===== src/rtl/mem_access_sequencer.sv =====
// Shares the single-port 16-bit memory bus between instruction fetch and data load/store.
// Data requests win arbitration, but fetch is forced in after STARVE_LIMIT consecutive data grants.
module mem_access_sequencer #(
  parameter int WAIT_STATES  = 2,
  parameter int STARVE_LIMIT = 4
) (
  input  logic        clk,
  input  logic        reset_n,
  input  logic        if_req,
  input  logic [15:0] if_addr,
  output logic        if_ack,
  output logic [15:0] if_rdata,
  input  logic        d_req,
  input  logic        d_we,
  input  logic [15:0] d_addr,
  input  logic [15:0] d_wdata,
  output logic        d_ack,
  output logic [15:0] d_rdata,
  output logic [15:0] mem_addr,
  output logic [15:0] mem_wdata,
  output logic        mem_re,
  output logic        mem_we,
  input  logic [15:0] mem_rdata,
  output logic        busy,
  output logic        grant_data
);

  localparam logic [3:0] LP_WAIT_LAST    = 4'(WAIT_STATES);
  localparam logic [3:0] LP_STARVE_LIMIT = 4'(STARVE_LIMIT);

  typedef enum logic [1:0] {
    ST_IDLE,
    ST_ACCESS,
    ST_RESP
  } state_t;

  state_t     r_state;
  state_t     w_nextState;
  logic [3:0] r_waitCnt;
  logic [3:0] r_starveCnt;
  logic       r_we;
  logic       w_grant;
  logic       w_grantData;
  logic       w_lastBeat;

  always_ff @(posedge clk or negedge reset_n) begin
    if (!reset_n) begin
      r_state <= ST_IDLE;
    end else begin
      r_state <= w_nextState;
    end
  end

  // Arbitration, sequencing and all strobe/ack outputs are decoded from the state.
  always_comb begin
    w_nextState = r_state;
    w_grant     = 1'b0;
    w_grantData = 1'b0;
    w_lastBeat  = 1'b0;
    mem_re      = 1'b0;
    mem_we      = 1'b0;
    if_ack      = 1'b0;
    d_ack       = 1'b0;
    busy        = 1'b0;
    unique case (r_state)
      ST_IDLE: begin
        if (d_req && !(if_req && (r_starveCnt >= LP_STARVE_LIMIT))) begin
          w_grant     = 1'b1;
          w_grantData = 1'b1;
        end else if (if_req) begin
          w_grant     = 1'b1;
          w_grantData = 1'b0;
        end
        if (w_grant) begin
          w_nextState = ST_ACCESS;
        end
      end
      ST_ACCESS: begin
        busy       = 1'b1;
        mem_re     = !r_we;
        mem_we     = r_we;
        w_lastBeat = (r_waitCnt == LP_WAIT_LAST);
        if (w_lastBeat) begin
          w_nextState = ST_RESP;
        end
      end
      ST_RESP: begin
        busy        = 1'b1;
        if_ack      = !grant_data;
        d_ack       = grant_data;
        w_nextState = ST_IDLE;
      end
      default: begin
        w_nextState = ST_IDLE;
      end
    endcase
  end

  // Latched request, wait-state counter, starvation counter and read-data capture.
  always_ff @(posedge clk or negedge reset_n) begin
    if (!reset_n) begin
      r_waitCnt   <= '0;
      r_starveCnt <= '0;
      r_we        <= 1'b0;
      mem_addr    <= '0;
      mem_wdata   <= '0;
      grant_data  <= 1'b0;
      if_rdata    <= '0;
      d_rdata     <= '0;
    end else begin
      if (w_grant) begin
        r_waitCnt  <= '0;
        grant_data <= w_grantData;
        r_we       <= w_grantData && d_we;
        mem_addr   <= w_grantData ? d_addr : if_addr;
        if (w_grantData) begin
          mem_wdata <= d_wdata;
        end
        if (w_grantData && if_req) begin
          r_starveCnt <= r_starveCnt + 4'd1;
        end else begin
          r_starveCnt <= '0;
        end
      end
      if (r_state == ST_ACCESS) begin
        if (!w_lastBeat) begin
          r_waitCnt <= r_waitCnt + 4'd1;
        end else if (!r_we) begin
          if (grant_data) begin
            d_rdata <= mem_rdata;
          end else begin
            if_rdata <= mem_rdata;
          end
        end
      end
    end
  end

endmodule


===== config.mk =====
export PLATFORM = sky130hd
export DESIGN_NAME = mem_access_sequencer
export DESIGN_NICKNAME = d
export VERILOG_FILES = /design/src/rtl/mem_access_sequencer.sv
export SDC_FILE = /design/constraint.sdc
export NUM_CORES = 1
export LEC_CHECK = 0
export BUFFER_PORTS_ARGS = -buffer_cell sky130_fd_sc_hd__buf_2
export CAP_MARGIN = 10
export CORE_UTILIZATION = 50
export DETAILED_ROUTE_END_ITERATION = 7
export HOLD_SLACK_MARGIN = 0.03
export PLACE_DENSITY = 0.91
export SYNTH_ARGS = -nofsm -noshare
export SYNTH_HDL_FRONTEND = slang
export SYNTH_SLANG_ARGS = --single-unit

===== constraint.sdc =====
create_clock -name clk -period 4.6 [get_ports clk]
set_clock_uncertainty 0.2 [all_clocks]
set_input_delay 0.46 -clock clk [delete_from_list [all_inputs] [get_ports clk]]
set_output_delay 0.46 -clock clk [all_outputs]
set_load 0.02 [all_outputs]

==> results by group <==
Drt
  – Total number of vias: 2526
  – Routed len/inst: 16.19 um
  – Starting DRT DRC Count: 106
  – First drt pass iteration count: 6
  – # DRC: 18
  – Vias per cell: 5.352
  – Detail Route Antenna Nets: 0
  – WL final: 7644 um

STA
  – Slew Viols, Final: 0
  – Max-slew headroom: 0.2204
  – Final worst setup slack: 1586 ps
  – Final hold vios: 0
  – Slew at the pin with the worst max-slew slack: 1162 ps
  – Setup TNS: 0 ps
  – Achievable Freq: 0.3318 GHz
  – Final setup violation count: 0
  – Min Tclk post-route: 3014 ps
  – RSZ-0062 raised after global routing: no
  – Final cycle utilization of the critical path: 0.6551

Placement
  – RePlAce Congestion: 0.7514
  – IO Port Bufs: 138
  – Place WS: 1619 ps
  – Dpl hpwl: 5423 um

Worst setup path
  – Crit path DAT: 3030 ps
  – CP max FO: 20
  – CP startpoint: r_state[0]$_DFFE_PN0P_
  – Worst path slowest cell: ha_1
  – Critical path endpoint category: flip-flop
  – Reg2reg start: r_state[0]$_DFFE_PN0P_
  – Worst Setup Start Kind: flip-flop
  – CP max stage delay: 660 ps
  – Worst path cell trace: inv_1, ha_1, nand2_1, nor2_1, buf_4, mux2_2
  – Critical Path RT: 4610 ps
  – FF-to-FF setup slack: 1590 ps
  – Critical path type: reg -> reg

Finish
  – Reg area: 1902 sq um
  – Area delta synth->final: 26.77%
  – Layout Nets: 468
  – Fillcell total: 500
  – Ratio of cells with drive above 1 in the final layout: 0.5418
  – Diode count: 0
  – Commonest non-fill, non-tap cell in the layout: buf_2
  – Most frequent cells in the layout: buf_2, dfrtp_1, mux2_2, nor2_1
  – Multi-input gate area: 1345 sq um

Synthesis
  – Yosys cell types: 36
  – Yosys reg bits: 76
  – Synth warnings: 0
  – Avg Inst Size Synth: 13.00 sq um
  – Post-synthesis cell count: 259
  – Mapped Nets: 336
  – Post-Synthesis Cell Area: 3366 sq um
  – Sequential fraction of the synthesis area: 0.5651

Power
  – Psw: 1.304 mW
  – Combinational power share: 0.473
  – Seq pwr share: 0.368
  – Clock share of power: 0.158
  – Internal Power: 1.899 mW
  – Pleak: 2.125 nW
  – Pwr/cell area: 750.8 nW/um^2
  – Maximum vdd drop: 0.0004430 V
  – Switching share of total power: 0.4071

Clock network
  – CTS tree: built
  – Clk Latency, worst-skew pair: 330 ps
  – Clk sink count: 76
  – CTS Buffer Depth: 2
  – Post-CTS Setup Bufs: 0
  – Hold buffers post-CTS: 0
  – Post-cts resize count: 0
  – CTS buffer count: 9
  – Root buf cell: clkbuf_8
  – H-tree levels: 3
  – Clock transition at path regs: 80 ps

GRT
  – First-pass GRT wire length: 12730 um
  – Gr usage total: 0.2306
  – Initial antenna violation count: 0
  – Vias in the first global route: 2667
  – Largest net degree at the start of global routing: 77
  – Total gr overflow: 0

Flow run
  – MaxCap Viol Count: 0

Outcome
  – Violated checks: DRC
  – Status: finished with violations

Die
  – Core area: 6422 sq um
  – Die area: 7064 sq um
  – FP Rows: 29
  – Initial Util: 0.5241
  – Die Ht: 84.05 um
  – I/O pins: 139
  – Die W: 84.05 um

Worst hold path
  – HP Class: in -> async
-- Yosys cell counts, drive strengths merged --
cell / instances / area [sq um]
a41oi: 16 / 140.1
mux2: 51 / 611.8
nor4: 1 / 21.27
clkbuf: 10 / 37.54
a21oi: 16 / 80.08
ha: 8 / 100.1
nand3: 2 / 10.01
a31o: 1 / 8.760
nor3b: 1 / 7.510
buf: 8 / 62.56
and2b: 1 / 8.760
nor2: 19 / 71.32
o21a: 2 / 15.01
a32o: 2 / 20.02
or4: 1 / 11.26
nand2: 4 / 15.01
dfrtp: 76 / 1902
or3b: 1 / 8.760
nand2b: 3 / 26.27
inv: 6 / 22.52
mux2i: 4 / 40.04
o22ai: 2 / 12.51
o21ai: 18 / 90.09
a22o: 1 / 8.760
and2: 3 / 20.02
nor2b: 1 / 6.260
a22oi: 1 / 7.510
-- cell families (layout without fill, tap and decap cells) --
family | Yosys count | count (layout) | synth area share
flip-flops | 76 | 76 | 0.5651
AO/OA/AOI/OAI | 59 | 59 | 0.1138
multiplexers | 55 | 55 | 0.1937
AND/OR/NAND/NOR | 37 | 37 | 0.06134
buffers and inverters | 24 | 160 | 0.03643
adder cells (fa/ha/maj) | 8 | 8 | 0.02974
-- state kept, by name, summed over array words and instances (netlist names) --
| signal | cells |
|---|---|
| r_waitCnt | 4 |
| r_we | 1 |
| if_rdata | 16 |
| r_starveCnt | 4 |
| r_state | 2 |
| mem_wdata | 16 |
| d_rdata | 16 |
| mem_addr | 16 |
| grant_data | 1 |
-- power groups by stage --
stage          registers [mW]  logic [mW]  clock network (mW)
6_report                 1.18        1.52               0.507
5_1_grt                  1.22        1.63               0.544
4_1_cts                  1.18        1.53               0.518
3_5_place_dp             1.19        1.52                   0
3_3_place_gp             1.17        1.47                   0
2_1_floorplan            1.54       0.682                   0
-- layer usage --
metal  share of wire  wire length [um]  global-route usage  up-vias
met4           0.013               101             0.08464        0
met5               0                 0                   0        -
met2            0.50              3793              0.3867      103
met3           0.068               521             0.05737       10
li1                -                 -                   -     1198
met1            0.42              3228              0.2891     1215
-- final cells by class --
type	count	area share
Clock inverter	4	0.01144
Tap cell	77	0.02258
Multi-Input combinational cell	159	0.3152
Clock buffer	11	0.03548
Inverter	6	0.005279
Sequential cell	76	0.4457
Timing Repair Buffer	139	0.1642
-- path summary, 6_finish.rpt --
path | cells past startpoint | to
max | 6 | mem_wdata[10]$_DFFE_PN0P_
max in group asynchronous | 1 | if_rdata[15]$_DFFE_PN0P_
min | 1 | mem_addr[0]$_DFFE_PN0P_
min reg2reg | 1 | d_rdata[2]$_DFFE_PN0P_
min in group clk | 2 | mem_wdata[13]$_DFFE_PN0P_
max reg2reg | 6 | mem_wdata[10]$_DFFE_PN0P_
-- critical path, delay by kind of cell (launching register included) --
| kind | cells | cell delay [ps] |
|---|---|---|
| fa+ha+maj | 1 | 660 |
| flops | 1 | 420 |
| simple gates | 2 | 820 |
| mux | 1 | 360 |
| buf+inv | 2 | 410 |
-- through the flow --
stage          power, mW  std cells  instance area, sq um  hold slack [ps]    util
6_report           3.203        472                  4267            55.94  0.6643
5_1_grt            3.397        472                  4267            129.8  0.6643
4_1_cts            3.225        472                  4267            98.60  0.6643
3_5_place_dp       2.710        457                  4066            288.8  0.6332
3_3_place_gp       2.641        457                  4066            279.4  0.6332
2_1_floorplan      2.219        259                  3366           -35.59       -
(Power assumes the default switching activity.)
